### src/rtl/count_stream_monitor.sv
// Locks onto an incrementing count stream, flags out-of-sequence words once locked.
// Latency: one cycle, all outputs registered; no backpressure, a sample is accepted every cycle sample_valid is high.
module count_stream_monitor #(
  parameter int WIDTH      = 8,
  parameter int LOCK_COUNT = 4,
  parameter int LOSS_COUNT = 3
) (
  input  logic             clk,
  input  logic             rst_n,
  input  logic             sample_valid,
  input  logic [WIDTH-1:0] sample_in,
  input  logic             clr_err,
  output logic             locked,
  output logic             err_pulse,
  output logic [7:0]       err_count,
  output logic [WIDTH-1:0] expected
);

  typedef enum logic {SEARCH = 1'b0, LOCKED = 1'b1} state_t;

  localparam logic [3:0] LOCK_CNT = 4'(LOCK_COUNT);
  localparam logic [3:0] LOSS_CNT = 4'(LOSS_COUNT);

  state_t           state_q, state_d;
  logic [WIDTH-1:0] last_q, last_d;
  logic [WIDTH-1:0] expected_q, expected_d;
  logic [3:0]       run_q, run_d;
  logic [3:0]       bad_q, bad_d;
  logic             err_pulse_q, err_pulse_d;
  logic [7:0]       err_count_q, err_count_d;

  logic             in_seq;
  logic [3:0]       run_upd;
  logic [3:0]       bad_upd;
  logic             lock_hit;
  logic             loss_hit;

  // Sequence is judged against the last sample, not expected_q, so the first
  // word after reset is handled by the run==0 rule rather than compared to 0.
  always_comb begin
    in_seq   = (sample_in == last_q + WIDTH'(1));
    run_upd  = (run_q == 4'd0) ? 4'd1 : (in_seq ? run_q + 4'd1 : 4'd1);
    bad_upd  = bad_q + 4'd1;
    lock_hit = sample_valid && (state_q == SEARCH) && (run_upd == LOCK_CNT);
    loss_hit = sample_valid && (state_q == LOCKED) && !in_seq && (bad_upd == LOSS_CNT);
  end

  always_ff @(posedge clk or negedge rst_n) begin
    if (!rst_n) begin
      state_q <= SEARCH;
    end else begin
      state_q <= state_d;
    end
  end

  always_comb begin
    state_d = state_q;
    if (lock_hit) begin
      state_d = LOCKED;
    end else if (loss_hit) begin
      state_d = SEARCH;
    end
  end

  always_comb begin
    locked = (state_q == LOCKED);
  end

  always_comb begin
    last_d      = last_q;
    expected_d  = expected_q;
    run_d       = run_q;
    bad_d       = bad_q;
    err_pulse_d = 1'b0;
    err_count_d = err_count_q;
    if (sample_valid) begin
      last_d     = sample_in;
      expected_d = sample_in + WIDTH'(1);
      if (state_q == SEARCH) begin
        run_d = run_upd;
        if (lock_hit) begin
          bad_d = 4'd0;
        end
      end else if (in_seq) begin
        bad_d = 4'd0;
      end else begin
        err_pulse_d = 1'b1;
        bad_d       = bad_upd;
        if (err_count_q != 8'hFF) begin
          err_count_d = err_count_q + 8'd1;
        end
        // The offending word seeds the new search run.
        if (loss_hit) begin
          run_d = 4'd1;
        end
      end
    end
    if (clr_err) begin
      err_count_d = 8'd0;
    end
  end

  always_ff @(posedge clk or negedge rst_n) begin
    if (!rst_n) begin
      last_q      <= '0;
      expected_q  <= '0;
      run_q       <= 4'd0;
      bad_q       <= 4'd0;
      err_pulse_q <= 1'b0;
      err_count_q <= 8'd0;
    end else begin
      last_q      <= last_d;
      expected_q  <= expected_d;
      run_q       <= run_d;
      bad_q       <= bad_d;
      err_pulse_q <= err_pulse_d;
      err_count_q <= err_count_d;
    end
  end

  assign err_pulse = err_pulse_q;
  assign err_count = err_count_q;
  assign expected  = expected_q;

endmodule

### config.mk
export PLATFORM = sky130hd
export DESIGN_NAME = count_stream_monitor
export DESIGN_NICKNAME = d
export VERILOG_FILES = /design/src/rtl/count_stream_monitor.sv
export SDC_FILE = /design/constraint.sdc
export NUM_CORES = 1
export LEC_CHECK = 0
export ABC_CLOCK_PERIOD_IN_PS = 3800
export BUFFER_PORTS_ARGS = -buffer_cell sky130_fd_sc_hd__buf_2
export CAP_MARGIN = 20
export CELL_PAD_IN_SITES_DETAIL_PLACEMENT = 2
export CELL_PAD_IN_SITES_GLOBAL_PLACEMENT = 2
export CORE_MARGIN = 3
export CORE_UTILIZATION = 25
export CTS_BUF_LIST = sky130_fd_sc_hd__clkbuf_4
export CTS_CLUSTER_DIAMETER = 100
export DETAILED_ROUTE_END_ITERATION = 10
export HOLD_SLACK_MARGIN = 0.03
export MAX_ROUTING_LAYER = met4
export PLACE_DENSITY = 0.56
export SKIP_CTS_REPAIR_TIMING = 1
export SLEW_MARGIN = 20
export SYNTH_ARGS = -nofsm -noshare
export SYNTH_HDL_FRONTEND = slang
export SYNTH_SLANG_ARGS = --single-unit
### constraint.sdc
create_clock -name clk -period 3.8 [get_ports clk]
set_input_delay 0.19 -clock clk [delete_from_list [all_inputs] [get_ports clk]]
set_output_delay 0.19 -clock clk [all_outputs]
set_load 0.02 [all_outputs]
Yosys cells after proc, flatten, opt, wreduce, memory -nomap -nowiden --
Index checks and enable logic that the tools add are counted.
Operators by class: $add $sub $neg 5, equal/unequal tests 7, muxes and demuxes 18, bitwise logic cells 1, reduce and logical (&&, ||, !) cells 15
Operators with widths (number):
- 2-to-1 mux 8 bit | 5
- 2-to-1 mux 4 bit | 8
- adder 8 x 1 -> 8 bit, second input constant | 3
- nonzero test 2 bit | 5
- adder 4 x 1 -> 4 bit, second input constant | 2
- equality test 8 bit | 1
- inequality test 8 bit, second input constant | 1
- logical AND 1 bit | 5
- 2-to-1 mux 1 bit | 5
- equality test 4 x 2 -> 1 bit, second input constant | 1
- equality test 4 x 3 -> 1 bit, second input constant | 1
- zero test 4 bit | 1
- inequality test 2 bit, second input constant | 2
- AND reduction 4 bit | 1
- AND reduction 3 bit | 1
- inequality test 2 x 1 -> 1 bit, second input constant | 1
- AND reduction 2 bit | 1
- zero test 1 bit | 1
- NOT 1 bit | 1
Storage, ports and cells: register bits 34, input port bits 12, output and inout bits 18, logic and storage cells 53

Longest topological paths before layout --
word-level depth 8, depth in mapped cells 9

Least setup slack after synthesis --
Ideal clock, no wire load.
path kind reg2reg, from register last_q[0], to register err_count_q[3], in the netlist err_count[3], library setup time 0.125 ns, data arrival time 2.128 ns, slack 1.547 ns, stages on the path, launching flop included 9, clock period less this slack 2.253 ns, cells stage by stage dfrtp_1 > ha_1 > xor2_1 > and4b_1 > a41o_1 > a21oi_2 > nor2_2 > nor4b_1 > mux2_2
On the way: cells in the longest elaborated chain, start to end 4
RTL lines:
- start, declared | line 25 | logic [WIDTH-1:0] last_q, last_d;
- start signal, assigned | line 112 | last_q <= last_d;
- adder 8 x 1 -> 8 bit | line 41 | in_seq = (sample_in == last_q + WIDTH'(1));
- equality test 8 bit | line 41
- inequality test 2 bit (no line)
- AND reduction 4 bit (no line)
- end signal, assigned | line 117 | err_count_q <= err_count_d;
- end, declared | line 30 | logic [7:0] err_count_q, err_count_d;
Every way passes these cells. A chain may end at the register's enable or synchronous reset.

Worst setup path in the final report --
Ends and elaborated chain as after synthesis.

==> qor.csv <==
metric;value;unit
# IOs;30;
Synth Area in Compound Gates;12.27;%
FF-to-FF setup slack;1.26;ns
clk_lat worst skew;0.34;ns
Layout Skew;0.01548;ns
Starting Density;26.12;%
register clock-pin slew on the reported worst setup and hold paths;0.12;ns
largest net degree at the start of global routing;35;
final worst path period share;66.83;%
vias per inst;4.837;
sequential fraction of the synthesis area;41.72;%
Leakage Power;1.032;nW
largest family of logic cells by synthesized area;simple AND/OR/NAND/NOR gates;
Final Setup Violations;0;
part of the power in registers;54.9;%
diodes inserted;0;
CTS buffer count;5;
final global-route overflow total;0;
outcome;finished, final reports clean;
post-synth cell types;47;
clock sink total;34;
share of power burned in combinational logic;16.7;%
1st-pass router iterations;4;
Routed met3 length;158;um
PD cells;310.1;mW/mm2
Crit Path Class;register to register;
highest metal used;met4;
post-synthesis adder-cell area fraction;4.294;%
initial antenna violation count;0;
Final Cell Area;0.002333;mm2
DRC errors left;0;
DPL Wire Length;3672;um
HP Class;input pin to register;
post-synth top area cell;dfrtp_1;
Sw Pwr;216.3;uW
Largest delay share family, worst path;simple AND/OR/NAND/NOR gates;
DIE HEIGHT;96.32;um
Synth Register Bits;34;
Iteration-0 DRC Markers;49;
Std-Cell Rows;32;
internal power;507.4;uW
Routed Wire Length;4989;um
routed vias;1630;
maxcap violations;0;
P&R area growth vs syn;14.42;%
Worst path max stage delay;0.45;ns
met2 WL;2440;um
die area;0.009278;mm2
first-pass GRT wire length;8728;um
layout cells sized above 1;25.96;%
H-tree depth;2;
RSZ-0062 raised after global routing;no;
Synth area leaders;dfrtp_1, mux2_2, xor2_1;
XOR/XNOR share of the synthesized area;7.730;%
Mapped Avg Cell Area;9.949;um2
Die W;96.32;um
area post-placement;0.002270;mm2
DRT met1 WL;2335;um
synthesized area;0.002039;mm2
Sw Share;29.89;%
critical path fanouts, max;16;
fin crit period;2.539;ns
vias in the first global route;1795;
Nets;253;
Critical Path RT;4.04;ns
Clk network pwr share;28.4;%
syn_nets;224;
Root Buffer;clkbuf_4;
DRT antenna net count;0;
Final Wtd Congestion;0.7436;
Max Fclk;393.8;MHz
most frequent cell after synthesis;dfrtp_1;
core area;0.007807;mm2
final setup TNS;0;ns
Gate Count Post-Synth;205;
final hold vios;0;
post-synthesis simple-gate area fraction;19.26;%
top-area cell type share of the netlist area;41.72;%
CP max stage cell;dfrtp_1;
Routed wire per std cell;14.80;um
CTS tree;yes;
clock buffer depth;2;
mux cell area share after synthesis;10.25;%
CP Capture Type;register;
Critical Path, Cell by Cell;ha_1 > xor2_1 > and4b_1 > a41o_1 > a21oi_2 > nor2_2 > nor4b_1 > mux2_2;
Setup crit start kind;register;
Post-synth EDFFs;0;
worst slew pin tran;0.8310;ns
asr flop ratio synth;100.0;%
All-Layer GR Usage;12.44;%
top_reg_cell synth;dfrtp_1;
CP arrival;2.78;ns
relative slew slack;44.60;%
peak supply drop;0.0001322;V
synth cell count leaders;dfrtp_1, mux2_2, nor2_1;
count of final max-slew check failures;0;
Syn. warnings;0;
Worst Path Buf+Inv;0;
I/O Buffers;29;
## cell type report
class / count / area (um2)
Fill cell: 891 / 5474
Multi-Input combinational cell: 150 / 1097
Sequential cell: 34 / 850.8
Timing Repair Buffer: 30 / 155.1
Tap cell: 102 / 127.6
Inverter: 13 / 48.80
Clock buffer: 6 / 45.04
Clock inverter: 2 / 8.758
## path summary, 6_finish.rpt
check | end | from | cells past startpoint
hold reg to reg | expected[1]$_DFFE_PN0P_ | expected[1]$_DFFE_PN0P_ | 1
max in group asynchronous | run_q[3]$_DFFE_PN0P_ | rst_n | 2
setup / recovery | err_count[3]$_DFFE_PN0P_ | last_q[0]$_DFFE_PN0P_ | 8
hold / removal | expected[0]$_DFFE_PN0P_ | sample_in[0] | 2
min in group asynchronous | err_count[1]$_DFFE_PN0P_ | rst_n | 2
setup reg to reg | err_count[3]$_DFFE_PN0P_ | last_q[0]$_DFFE_PN0P_ | 8
## worst reg2reg max path: stages, from the launching register on
cell and delay (ns):
dfrtp_1 0.45, ha_1 0.30, xor2_1 0.18, and4b_1 0.19, a41o_1 0.21, a21oi_2 0.15
nor2_2 0.17, nor4b_1 0.42, mux2_2 0.38
## layer usage
layer / track usage (%) / vias to the layer above
met4: 3.505 / 0
met2: 20.41 / 25
li1: - / 782
met3: 2.815 / 5
met1: 15.34 / 818
met5: - / -
## power by group through the flow
| stage | Combinational (mW) | Clock, mW | Sequential (mW) |
|---|---|---|---|
| floorplan | 0.0725 | 0 | 0.411 |
| global placement | 0.123 | 0 | 0.404 |
| detailed placement | 0.124 | 0 | 0.405 |
| CTS | 0.124 | 0.222 | 0.398 |
| global route | 0.137 | 0.238 | 0.401 |
| finish | 0.121 | 0.206 | 0.397 |
## sequential cells by signal (all words and copies together) (netlist names)
register and cells:
err_count 8, expected 8, last_q 8, bad_q 4, run_q 4, err_pulse 1, locked 1
## stage by stage
stage	total power [mW]	util, %	hold WS (ns)	setup WS, ns	cells
floorplan	0.4839	-	-0.1056	1.547	205
global placement	0.5269	29.07	0.3499	1.283	328
detailed placement	0.5285	29.07	0.3503	1.281	328
CTS	0.7441	29.76	-0.03542	1.238	336
global route	0.7766	29.89	0.1212	0.9802	337
finish	0.7237	29.89	0.1354	1.261	337
## cell usage in the layout (no fill, tap or decap), types with 2 or more instances in the layout
| cell type | netlist | final |
|---|---|---|
| mux2i_1 | 4 | 4 |
| nor2_1 | 15 | 15 |
| a21oi_2 | 2 | 2 |
| nor3_2 | 2 | 2 |
| buf_2 | 4 | 29 |
| a22o_1 | 3 | 3 |
| o21ai_0 | 6 | 6 |
| nand4_1 | 4 | 4 |
| nand2_1 | 11 | 11 |
| nand2b_1 | 2 | 2 |
| nor2_2 | 2 | 2 |
| nor2b_1 | 5 | 5 |
| a21oi_1 | 9 | 9 |
| nor4_1 | 2 | 2 |
| inv_1 | 13 | 13 |
| o22ai_1 | 3 | 3 |
| dfrtp_1 | 34 | 34 |
| and2_1 | 4 | 4 |
| xor2_1 | 11 | 11 |
| mux2_2 | 15 | 15 |
| xnor2_1 | 7 | 7 |
| and3_1 | 5 | 5 |
| nand3_1 | 11 | 11 |
| ha_1 | 7 | 7 |
| clkbuf_4 | 0 | 6 |
## logic make-up after synthesis
group                      Yosys count
xor gates and xnor gates            18
adders and majority gates            7
and+or+nand+nor                     71
buffers and inverters               21
muxes                               19
DFF                                 34
AOI/OAI and AO/OA                   35
Power figures use the tool's default switching activity.
